### config.mk
export PLATFORM = sky130hd
export DESIGN_NAME = button_conditioner
export DESIGN_NICKNAME = d
export VERILOG_FILES = /design/src/rtl/button_conditioner.sv
export SDC_FILE = /design/constraint.sdc
export NUM_CORES = 1
export LEC_CHECK = 0
export ABC_AREA = 1
export BUFFER_PORTS_ARGS = -buffer_cell sky130_fd_sc_hd__buf_2
export CORE_ASPECT_RATIO = 0.8
export CORE_MARGIN = 5
export CORE_UTILIZATION = 64
export CTS_CLUSTER_SIZE = 14
export DETAILED_ROUTE_END_ITERATION = 6
export PLACE_DENSITY_LB_ADDON = 0.25
export SLEW_MARGIN = 25
export SYNTH_ARGS = -nofsm -noshare
export SYNTH_HDL_FRONTEND = slang
export SYNTH_SLANG_ARGS = --single-unit
### constraint.sdc
create_clock -name clk -period 2.2 [get_ports clk]
set_input_delay 0.22 -clock clk [delete_from_list [all_inputs] [get_ports clk]]
set_output_delay 0.22 -clock clk [all_outputs]
set_load 0.02 [all_outputs]
### src/rtl/button_conditioner.sv
// -----------------------------------------------------------------------------
// button_conditioner
//   Input front end for the minesweeper VGA top. Each raw push button is
//   synchronised, debounced and (optionally) auto-repeated by its own small
//   FSM, producing a one-cycle press pulse and a debounced level.
//
// Ports
//   clk        in   1          pixel clock (shared with VGA top)
//   rst_n      in   1          asynchronous, active-low reset
//   ena        in   1          block enable; freezes FSMs/counters when low
//   btn_in     in   N_BUTTONS  raw asynchronous button levels, 1 = pressed
//   btn_pulse  out  N_BUTTONS  one-cycle pulse per accepted press or repeat
//   btn_level  out  N_BUTTONS  debounced button level, 1 = pressed
//
// Bit order of the button vectors: 0..4 = left, right, up, down, press.
// CNT_W must hold max(DEBOUNCE_CYCLES, REPEAT_DELAY, REPEAT_PERIOD) - 1.
// -----------------------------------------------------------------------------
module button_conditioner #(
    parameter int                   N_BUTTONS       = 5,
    parameter int                   DEBOUNCE_CYCLES = 250000,
    parameter int                   REPEAT_DELAY    = 12500000,
    parameter int                   REPEAT_PERIOD   = 3125000,
    parameter logic [N_BUTTONS-1:0] REPEAT_MASK     = 5'b01111,
    parameter int                   CNT_W           = 24
) (
    input  logic                 clk,
    input  logic                 rst_n,
    input  logic                 ena,
    input  logic [N_BUTTONS-1:0] btn_in,
    output logic [N_BUTTONS-1:0] btn_pulse,
    output logic [N_BUTTONS-1:0] btn_level
);

    typedef enum logic [2:0] {
        S_IDLE,
        S_ARM,
        S_HELD,
        S_RPT,
        S_REL
    } state_t;

    localparam logic [CNT_W-1:0] CNT_ONE  = CNT_W'(1);
    localparam logic [CNT_W-1:0] DEB_LAST = CNT_W'(DEBOUNCE_CYCLES - 1);
    localparam logic [CNT_W-1:0] DLY_LAST = CNT_W'(REPEAT_DELAY - 1);
    localparam logic [CNT_W-1:0] PER_LAST = CNT_W'(REPEAT_PERIOD - 1);

    // Stage p0/p1: two-flop synchroniser, deliberately independent of ena so
    // the FSMs see a settled level the moment the block is re-enabled.
    logic [N_BUTTONS-1:0] sync_p0;
    logic [N_BUTTONS-1:0] sync_p1;

    always_ff @(posedge clk or negedge rst_n) begin
        if (!rst_n) begin
            sync_p0 <= '0;
            sync_p1 <= '0;
        end else begin
            sync_p0 <= btn_in;
            sync_p1 <= sync_p0;
        end
    end

    // Stage p2: per-button debounce / auto-repeat FSM with registered outputs.
    for (genvar i = 0; i < N_BUTTONS; i++) begin : g_btn
        state_t           state;
        state_t           state_nxt;
        logic [CNT_W-1:0] cnt;
        logic [CNT_W-1:0] cnt_nxt;
        logic             pulse_p2;
        logic             level_p2;
        logic             pulse_nxt;
        logic             level_nxt;

        always_comb begin
            state_nxt = state;
            cnt_nxt   = cnt + CNT_ONE;
            pulse_nxt = 1'b0;
            level_nxt = level_p2;
            case (state)
                S_IDLE: begin
                    cnt_nxt = '0;
                    if (sync_p1[i]) state_nxt = S_ARM;
                end
                S_ARM: begin
                    if (!sync_p1[i]) begin
                        state_nxt = S_IDLE;
                        cnt_nxt   = '0;
                    end else if (cnt == DEB_LAST) begin
                        state_nxt = S_HELD;
                        cnt_nxt   = '0;
                        pulse_nxt = 1'b1;
                        level_nxt = 1'b1;
                    end
                end
                S_HELD: begin
                    if (!sync_p1[i]) begin
                        state_nxt = S_REL;
                        cnt_nxt   = '0;
                    end else if (cnt == DLY_LAST) begin
                        if (REPEAT_MASK[i]) begin
                            state_nxt = S_RPT;
                            cnt_nxt   = '0;
                            pulse_nxt = 1'b1;
                        end else begin
                            // Non-repeating button: park the counter so it
                            // never wraps back into a false repeat.
                            cnt_nxt = cnt;
                        end
                    end
                end
                S_RPT: begin
                    if (!sync_p1[i]) begin
                        state_nxt = S_REL;
                        cnt_nxt   = '0;
                    end else if (cnt == PER_LAST) begin
                        cnt_nxt   = '0;
                        pulse_nxt = 1'b1;
                    end
                end
                S_REL: begin
                    // A return to 1 during release is treated as bounce: back
                    // to HELD with the repeat delay restarted, no new pulse.
                    if (sync_p1[i]) begin
                        state_nxt = S_HELD;
                        cnt_nxt   = '0;
                    end else if (cnt == DEB_LAST) begin
                        state_nxt = S_IDLE;
                        cnt_nxt   = '0;
                        level_nxt = 1'b0;
                    end
                end
                default: begin
                    state_nxt = S_IDLE;
                    cnt_nxt   = '0;
                end
            endcase
        end

        always_ff @(posedge clk or negedge rst_n) begin
            if (!rst_n) begin
                state    <= S_IDLE;
                cnt      <= '0;
                pulse_p2 <= 1'b0;
                level_p2 <= 1'b0;
            end else if (ena) begin
                state    <= state_nxt;
                cnt      <= cnt_nxt;
                pulse_p2 <= pulse_nxt;
                level_p2 <= level_nxt;
            end else begin
                pulse_p2 <= 1'b0;
            end
        end

        assign btn_pulse[i] = pulse_p2;
        assign btn_level[i] = level_p2;
    end

endmodule

==> impl_metrics.ini, run 1 <==
[run_status]
status = completed

[floorplanning]
initial_utilization = 0.650
fp.dieArea_um2 = 18600
ios = 18
die_w_um = 151
core_um2 = 15700
die_h_um = 123
rows = 41

[timing]
rsz0062_at_grt = false
slew_headroom = 0.673
period_share = 0.897
hold_slack_ps = 273
finalCriticalPeriod_ps = 1970
drv_slew = 0
finalHoldViolations = 0
worstMarginPinSlew_ps = 491
tns_ps = 0
skew_ps = 9.39
setup-violations-final = 0
fmax_ghz = 0.507

[worst_setup_path]
cp-endpoint = g_btn[4].cnt[18]
r2r_cells = 12
path_max_fanout = 4
cp-start-kind = flop
path_class = flop to flop
worstReg2RegStart = g_btn[4].cnt[0]
r2r_end = g_btn[4].cnt[18]
critPathRequiredTime_ps = 2520
crit_start = g_btn[4].cnt[0]
reg2reg_slack_ps = 230
cp-end-kind = flop
arrival_ps = 2300

[synthesis]
yosysUniqueCellTypes = 46
syn_nets = 1493
synthCells = 1480
ys_warn_count = 0
netlist_area_um2 = 10200
yosys_register_bits = 155
syn_area_per_cell_um2 = 6.89
ys.flop_type = dfrtp_1
synth_edf_count = 0
synth_async_sr_flop_share = 1.00
seq_area_frac_synth = 0.380

[power]
p_leak_uw = 0.00487
ir_worst_vdd_mv = 0.549
power_density_nw_per_um2 = 726

[cells_and_area]
antenna_cells = 0
nFillCells = 1351
drive_gt1_frac = 0.100
multi_input_area_um2 = 5370
final_util = 0.706
area_growth_pct = 8.67
finalNetCount = 1509
seq_area_um2 = 3880

[clocking]
path_clk_slew_ps = 70
h-tree-depth = 4
ctsResizeCount = 0
clock_path_buffers = 2
numCtsBuffers = 17
root_buffer = clkbuf_16
cts_tree = yes
cts_sinks = 155
clkLatencyLatePin_ps = 430

[route]
vias = 9622
wirelength_um = 24800
first_iter_violations = 1018
final_antenna_net_count = 0
drt_first_pass_iters = 6
routedWlPerCell_um = 14.4
post-route-drc-count = 0
viasPerCell = 5.58

[hold_path]
min_path_type = primary input to flop

[global_routing]
grt_pass1_wl_um = 42900
grt_max_degree = 55
gr-total-overflow = 0
antenna_found_initial = 0
grt_use_total = 0.286
first_global_vias = 8845

[placement]
hpwl_um = 18500
io_buffer_count = 17
gp_congestion = 1.02

[job]
cap_violations = 0
per-layer routing:
layer	part of all wire	up-vias	track usage
li1	-	4775	-
met1	0.48	4411	0.438
met2	0.43	394	0.419
met3	0.082	42	0.0553
met4	0.012	0	0.0747
met5	0	-	0
Yosys cell counts, types with 3 or more instances:
library cell / instances / area [um^2]
buf_1: 4 / 15.0
o21ai_2: 20 / 175
o21ai_1: 60 / 300
o21bai_1: 3 / 22.5
a21oi_1: 12 / 60.1
inv_2: 27 / 101
nor2_2: 12 / 75.1
nand3b_1: 5 / 37.5
xnor2_1: 19 / 166
dfrtp_1: 155 / 3880
nor4_1: 6 / 37.5
buf_6: 3 / 33.8
xor2_1: 47 / 412
o21ai_0: 53 / 265
ha_1: 5 / 62.6
nand3_1: 88 / 440
nor2_1: 203 / 762
nor2_4: 3 / 33.8
nor3b_1: 4 / 30.0
buf_4: 16 / 120
nor3_2: 3 / 30.0
nand4_1: 48 / 300
buf_2: 13 / 65.1
nand3_2: 6 / 60.1
inv_1: 145 / 544
a211oi_1: 3 / 22.5
clkbuf_1: 6 / 22.5
nand2_1: 432 / 1620
nor3_1: 51 / 255
nand2_2: 7 / 43.8
worst max-delay path: stages (launching register included):
cell and delay, ps:
dfrtp_1 400, ha_1 200, nand2_1 80, inv_2 80
nand2_1 80, nor2_2 180, nand2_1 90, nor2_2 140
nand2_1 110, nor3_1 290, nand2_1 80, nand2_1 80
nor2_1 40
worst min-delay path by stage:
stage	end	startpoint	slack, ps	cells after the start
finish	g_btn[2].cnt[12]	ena	270	3
global route	g_btn[2].cnt[12]	ena	280	3
CTS	g_btn[2].cnt[12]	ena	250	3
detailed placement	g_btn[2].cnt[20]	rst_n	210	1
global placement	g_btn[2].cnt[16]	rst_n	200	1
floorplan	g_btn[0].cnt[0]	rst_n	-80	0
timing repair:
item,4_1_cts,5_1_grt
setup endpoints to repair,0,0
buffers inserted,0,0
endpoints found under the hold margin,56,0
hold buffers,6,0
metrics by stage:
step	setup slack [ps]	std cells	total power, uW	instance area (um^2)
final	227	1724	8050	11100
after global routing	22.5	1724	8520	11100
after CTS	238	1724	8100	11100
after detailed placement	251	1686	5060	10400
after global placement	301	1686	4990	10400
after floorplan	489	1480	4650	10200
cell families (layout without fill, tap and decap cells):
logic type,after synthesis,after routing,share of synthesized area
AO/OA/AOI/OAI,160,160,0.0896
flip-flops,155,155,0.380
multiplexers,2,2,0.00196
XOR/XNOR,66,66,0.0567
adder cells (fa/ha/maj),5,5,0.00613
buffers and inverters,219,248,0.0936
AND/OR/NAND/NOR,873,873,0.372
placed cells by master (no fill, tap or decap), types with 5 or more instances in the layout:
cell type	n
nor2_1	203
inv_6	6
nand3b_1	5
nand2_2	7
nand3_1	88
nand2_1	432
buf_4	17
o21ai_0	53
nor2_2	12
o21ai_2	20
buf_2	16
nor3_1	51
dlygate4sd3_1	6
xor2_1	47
clkbuf_16	17
inv_2	26
dfrtp_1	155
a21oi_1	12
nor4_1	6
nand4_1	48
inv_1	145
ha_1	5
xnor2_1	19
o21ai_1	60
nand3_2	6
power breakdown:
part	internal, uW	total, uW	switching, uW
Sequential	3030	3250	219
Clock	1730	3000	1270
Combinational	557	1790	1240
final cells by class:
cell class | instances | share of cell area
Sequential cell | 155 | 0.350
Tap cell | 215 | 0.0243
Inverter | 174 | 0.0590
Clock inverter | 13 | 0.0139
Timing Repair Buffer | 42 | 0.0288
Clock buffer | 19 | 0.0400
Multi-Input combinational cell | 1106 | 0.484
registers in the layout, summed over array words and instances (netlist names):
register,cells
g_btn.cnt,120
g_btn.state,15
g_btn.level_p2,5
g_btn.pulse_p2,5
sync_p0,5
sync_p1,5
Note: power is estimated with default switching activity, not from simulation.
==> inputs of run 2 (changes only) <==
--- a/config.mk
+++ b/config.mk
@@ -10,9 +10,11 @@
 export CORE_ASPECT_RATIO = 0.8
 export CORE_MARGIN = 5
 export CORE_UTILIZATION = 64
-export CTS_CLUSTER_SIZE = 14
+export CTS_CLUSTER_SIZE = 8
 export DETAILED_ROUTE_END_ITERATION = 6
 export PLACE_DENSITY_LB_ADDON = 0.25
+export REMOVE_ABC_BUFFERS = 1
+export SKIP_CTS_REPAIR_TIMING = 1
 export SLEW_MARGIN = 25
 export SYNTH_ARGS = -nofsm -noshare
 export SYNTH_HDL_FRONTEND = slang
==> run 2 against run 1 <==
Clock skew shrank 1.0 ps. Clock power grew 6.7%. Power grew 3.4%. Via count grew 0.24%. Setup slack lost 64 ps. Count of clock-buffer cells in the layout grew 2. Fmax shrank 3.1%. Die area is the same. Sequential power is essentially flat. Sequential share of layout area shrank 0.23 points. First-iteration DRC count grew 30%. Register-to-register slack lost 60 ps. Critical endpoint is now g_btn[4].cnt[7].
==> impl_metrics.ini, run 2 (same netlist as run 1, synthesis figures left out) <==
[run_status]
status = completed

[worst_setup_path]
path_max_fanout = 14
crit_chain = ha_1 -> nand2_1 -> inv_2 -> nand2_1 -> nor3_1 -> nand3_1 -> nand2_1 -> nand3_2 -> inv_2 -> nor3b_1
critPathRequiredTime_ps = 2500
cp_common_cell = nand2_1
cp-end-kind = flop
max_stage_delay_ps = 410
crit_buf_inv = 2
worst_path_max_delay_cell = dfrtp_1
cp-start-kind = flop
path_class = flop to flop
reg2reg_slack_ps = 160
arrival_ps = 2340
critPathTopFamily = simple AND/OR/NAND/NOR gates

[timing]
finalHoldViolations = 0
finalCriticalPeriod_ps = 2040
hold_slack_ps = 294
worstMarginPinSlew_ps = 541
fmax_ghz = 0.491
tns_ps = 0
drv_slew = 0
period_share = 0.926
rsz0062_at_grt = false
setup-violations-final = 0
slew_headroom = 0.639
skew_ps = 8.34

[floorplanning]
fp.dieArea_um2 = 18600
initial_utilization = 0.650
die_w_um = 151
die_h_um = 123
rows = 41
ios = 18
core_um2 = 15700

[power]
internal_power_uw = 5610
p_leak_uw = 0.00491
power_frac_comb = 0.223
pwr-share-seq = 0.392
p_clk_frac = 0.385
ir_worst_vdd_mv = 0.540
p_sw_frac = 0.325
power_density_nw_per_um2 = 746
switching_power_uw = 2710

[route]
viasPerCell = 5.59
vias = 9645
routedWlPerCell_um = 14.9
wirelength_um = 25700
first_iter_violations = 1325
drt_first_pass_iters = 6
post-route-drc-count = 0
final_antenna_net_count = 0

[clocking]
numCtsBuffers = 17
cts_sinks = 155
clkLatencyLatePin_ps = 430
cts_tree = yes
path_clk_slew_ps = 60
clock_path_buffers = 2
h-tree-depth = 4
root_buffer = clkbuf_16

[cells_and_area]
layout_common_cells = nand2_1, nor2_1, dfrtp_1, inv_1, nand3_1
area_growth_pct = 9.40
finalInstanceArea_um2 = 11200
nFillCells = 1350
largest_register = g_btn.cnt
multi_input_area_um2 = 5370
drive_gt1_frac = 0.101
antenna_cells = 0
mostFrequentLayoutCell = nand2_1
fin_cells = 1725
finalNetCount = 1511
largest_registers = g_btn.cnt x120, g_btn.state x15
seq_area_um2 = 3880
largest_reg_flops = 120

[placement]
place_area_um2 = 10500
dp.cells = 1688
hpwl_um = 18600
io_buffer_count = 17
gp_congestion = 0.969

[global_routing]
grt_use_total = 0.290
first_global_vias = 8673
grt_pass1_wl_um = 43300
antenna_found_initial = 0
grt_max_degree = 58
gr-total-overflow = 0

[job]
cap_violations = 0

[hold_path]
min_path_type = primary input to flop
## run 2: cell count changes in the layout (fill, tap and decap cells not counted), sizes merged
cell,change
buf,+2
bufinv,+2
clkinvlp,+1
inv,-6
clkbuf,+2
## run 2: power groups by stage
stage,registers (uW),logic (uW),clock network (uW)
after floorplan,3240,1250,0
after global placement,3290,1750,0
after detailed placement,3290,1800,0
after CTS,3250,1820,3230
after global routing,3290,2070,3370
final,3260,1860,3200
## run 2: worst register-to-register path, delay by kind of cell (launching register included)
family	cells	cell delay (ps)
simple gates	7	920
flops	1	410
buf+inv	2	390
fa+ha+maj	1	190
## run 2: layout make-up
class | count | share of cell area
Multi-Input combinational cell | 1106 | 0.481
Sequential cell | 155 | 0.348
Inverter | 174 | 0.0587
Clock buffer | 21 | 0.0431
Timing Repair Buffer | 44 | 0.0311
Tap cell | 215 | 0.0241
Clock inverter | 10 | 0.0146
## run 2: final timing paths
| check | startpoint | cells past startpoint | to |
|---|---|---|---|
| max | g_btn[4].cnt[0] | 10 | g_btn[4].cnt[7] |
| min | ena | 3 | g_btn[2].cnt[12] |
| max reg2reg | g_btn[4].cnt[0] | 10 | g_btn[4].cnt[7] |
| min reg2reg | sync_p0[3] | 0 | sync_p1[3] |
| max in group asynchronous | rst_n | 3 | g_btn[4].cnt[6] |
| min in group asynchronous | rst_n | 2 | g_btn[3].cnt[12] |
## run 2: layer usage
| layer | up-vias | part of all wire | GRT usage | wire length [um] |
|---|---|---|---|---|
| li1 | 4764 | - | - | - |
| met1 | 4410 | 0.48 | 0.452 | 12200 |
| met2 | 438 | 0.42 | 0.415 | 10900 |
| met3 | 33 | 0.090 | 0.0678 | 2310 |
| met4 | 0 | 0.0088 | 0.0549 | 225 |
| met5 | - | 0 | 0 | 0 |
## run 2: stage by stage
stage	utilization	setup slack, ps	total power [uW]
after floorplan	-	330	4500
after global placement	0.666	311	5040
after detailed placement	0.666	226	5090
after CTS	0.707	209	8310
after global routing	0.711	38.0	8740
final	0.711	163	8320
==> inputs of run 3 (changes only) <==
--- a/config.mk
+++ b/config.mk
@@ -5,11 +5,11 @@
 export SDC_FILE = /design/constraint.sdc
 export NUM_CORES = 1
 export LEC_CHECK = 0
-export ABC_AREA = 1
 export BUFFER_PORTS_ARGS = -buffer_cell sky130_fd_sc_hd__buf_2
 export CORE_ASPECT_RATIO = 0.8
 export CORE_MARGIN = 5
-export CORE_UTILIZATION = 64
+export CORE_UTILIZATION = 65
+export CTS_BUF_LIST = sky130_fd_sc_hd__clkbuf_8
 export CTS_CLUSTER_SIZE = 8
 export DETAILED_ROUTE_END_ITERATION = 6
 export PLACE_DENSITY_LB_ADDON = 0.25
==> run 3 against run 2 <==
The flow now finishes with violations (setup timing). Area after synthesis shrank 7.4%. Setup slack lost 520 ps. Worst hold slack worse by 26 ps. Cell count shrank 17%. Combinational power up 24%. Synthesized cell count is 27% lower. Count of clock-buffer cells in the layout increased by 1. Fmax down 20%. Largest cell class unchanged.
==> impl_metrics.ini, run 3 <==
[run_status]
status = finished with violations
violations = setup timing

[cells_and_area]
mostFrequentLayoutCell = buf_4
largest_reg_flops = 120
finalNetCount = 1253
layout_common_cells = buf_4, dfrtp_1, nand2_1, nor2_1, nand3_1
largest_registers = g_btn.cnt x120, g_btn.state x15
fin_cells = 1435
largest_register = g_btn.cnt
final_util = 0.859
antenna_cells = 0
area_growth_pct = 29.6
drive_gt1_frac = 0.314

[worst_setup_path]
arrival_ps = 2930
reg2reg_slack_ps = -360
cp-endpoint = g_btn[1].cnt[10]
r2r_end = g_btn[1].cnt[10]
r2r_cells = 8
path_class = flop to flop
worstReg2RegStart = g_btn[1].cnt[6]
crit_start = g_btn[1].cnt[6]
critPathRequiredTime_ps = 2570
cp-end-kind = flop
cp-start-kind = flop
path_max_fanout = 5

[timing]
finalHoldViolations = 0
fmax_ghz = 0.391
drv_slew = 0
finalCriticalPeriod_ps = 2560
skew_ps = 13.7
period_share = 1.16
finalWorstSetupSlack_ps = -358
slew_headroom = 0.560
setup-violations-final = 91
tns_ps = -18190
worstMarginPinSlew_ps = 660
rsz0062_at_grt = true

[synthesis]
synth_most_common_cell = dfrtp_1
synth_async_sr_flop_share = 1.00
netlist.area_leader.share = 0.411
synthCells = 1074
ys_top_cells_by_area = dfrtp_1, nor2_1, nand2_1
seq_area_frac_synth = 0.411
synth_edf_count = 0
ys_warn_count = 0
netlist_area_um2 = 9440
syn_area_per_cell_um2 = 8.79
ys.flop_type = dfrtp_1
yosys.area.top_type = dfrtp_1
yosys_register_bits = 155
yosysUniqueCellTypes = 78
synth_common_cells = dfrtp_1, nor2_1, nand2_1

[global_routing]
first_global_vias = 8709
gr-total-overflow = 0
grt_use_total = 0.298
antenna_found_initial = 0
grt_pass1_wl_um = 42000
grt_max_degree = 72

[route]
vias = 10200
post-route-drc-count = 0
viasPerCell = 7.10
final_antenna_net_count = 0
wirelength_um = 30900
routedWlPerCell_um = 21.5
drt_first_pass_iters = 7
first_iter_violations = 1870

[clocking]
clkLatencyLatePin_ps = 480
numCtsBuffers = 17
clock_path_buffers = 2
path_clk_slew_ps = 90
h-tree-depth = 4
cts_sinks = 155
cts_tree = yes
root_buffer = clkbuf_8

[floorplanning]
rows = 39
fp.dieArea_um2 = 17100
initial_utilization = 0.663
ios = 18
core_um2 = 14200
die_h_um = 118
die_w_um = 145

[placement]
dp.cells = 1374
hpwl_um = 17500
io_buffer_count = 17
place_ws_ps = -394
gp_congestion = 0.986

[power]
p_leak_uw = 0.00511
ir_worst_vdd_mv = 0.676
power_density_nw_per_um2 = 615

[job]
cap_violations = 0

[hold_path]
min_path_type = primary input to flop
[run 3: changes by cell type after synthesis, moves of 21 or more]
| cell | before | now |
|---|---|---|
| and3_1 | 0 | 21 |
| o21ai_1 | 60 | 2 |
| o31ai_1 | 1 | 33 |
| xor2_1 | 47 | 12 |
| nor2_1 | 203 | 98 |
| inv_2 | 27 | 0 |
| clkbuf_1 | 6 | 44 |
| nand2_1 | 432 | 89 |
| a21o_1 | 0 | 22 |
| inv_1 | 145 | 31 |
| nand3_1 | 88 | 64 |
| nor4_1 | 6 | 31 |
[run 3: area by class of cell]
type	instances	area, um^2
multi-input cells	812	5750
fillers	729	2010
inverters	31	116
flip-flops and latches	155	3890
clock inverters	8	68.8
clock buffers	22	303
repair buffers	223	1880
well taps	184	230
[run 3: report_power, final]
| part | total [uW] | switching, uW | internal [uW] |
|---|---|---|---|
| logic | 2300 | 1320 | 986 |
| clock network | 2100 | 1080 | 1020 |
| registers | 3130 | 152 | 2980 |
[run 3: metal layers]
metal  GRT usage  vias to the layer above  wire length, um
li1            -                     4375                -
met1       0.448                     4805            12100
met2       0.432                      828            14100
met3      0.0589                      177             3550
met4      0.0932                        0             1210
met5           0                        -                0
[run 3: critical path: stages, from the launching register on]
cell and delay, ps:
dfrtp_1 400, or3b_1 410, or4_4 500, nor4_2 280
o31a_1 240, buf_6 170, clkbuf_16 170, nor3_4 40
a31o_2 230
[run 3: cells by family after synthesis]
kind of cell / Yosys count / share of synthesized area
XOR/XNOR: 21 / 0.0195
adder cells (fa/ha/maj): 5 / 0.00663
AND/OR/NAND/NOR: 527 / 0.306
AO/OA/AOI/OAI: 240 / 0.183
buffers and inverters: 108 / 0.0543
flip-flops: 155 / 0.411
multiplexers: 18 / 0.0199
[run 3: worst min path at each step]
stage,startpoint,to,slack [ps],cells past startpoint
after floorplan,rst_n,g_btn[0].cnt[0],-80,0
after global placement,rst_n,g_btn[0].cnt[12],280,1
after detailed placement,rst_n,g_btn[0].cnt[12],280,1
after CTS,rst_n,g_btn[0].cnt[12],-230,1
after global routing,ena,g_btn[2].pulse_p2,280,4
final,ena,g_btn[2].pulse_p2,270,4
[run 3: stage by stage]
| stage | hold slack [ps] | power (uW) | cell area, um^2 |
|---|---|---|---|
| CTS | -231 | 6900 | 11100 |
| finish | 268 | 7530 | 12200 |
| global route | 283 | 7800 | 12200 |
| floorplan | -75.6 | 3990 | 9040 |
| detailed placement | 281 | 4850 | 10800 |
| global placement | 276 | 4800 | 10800 |
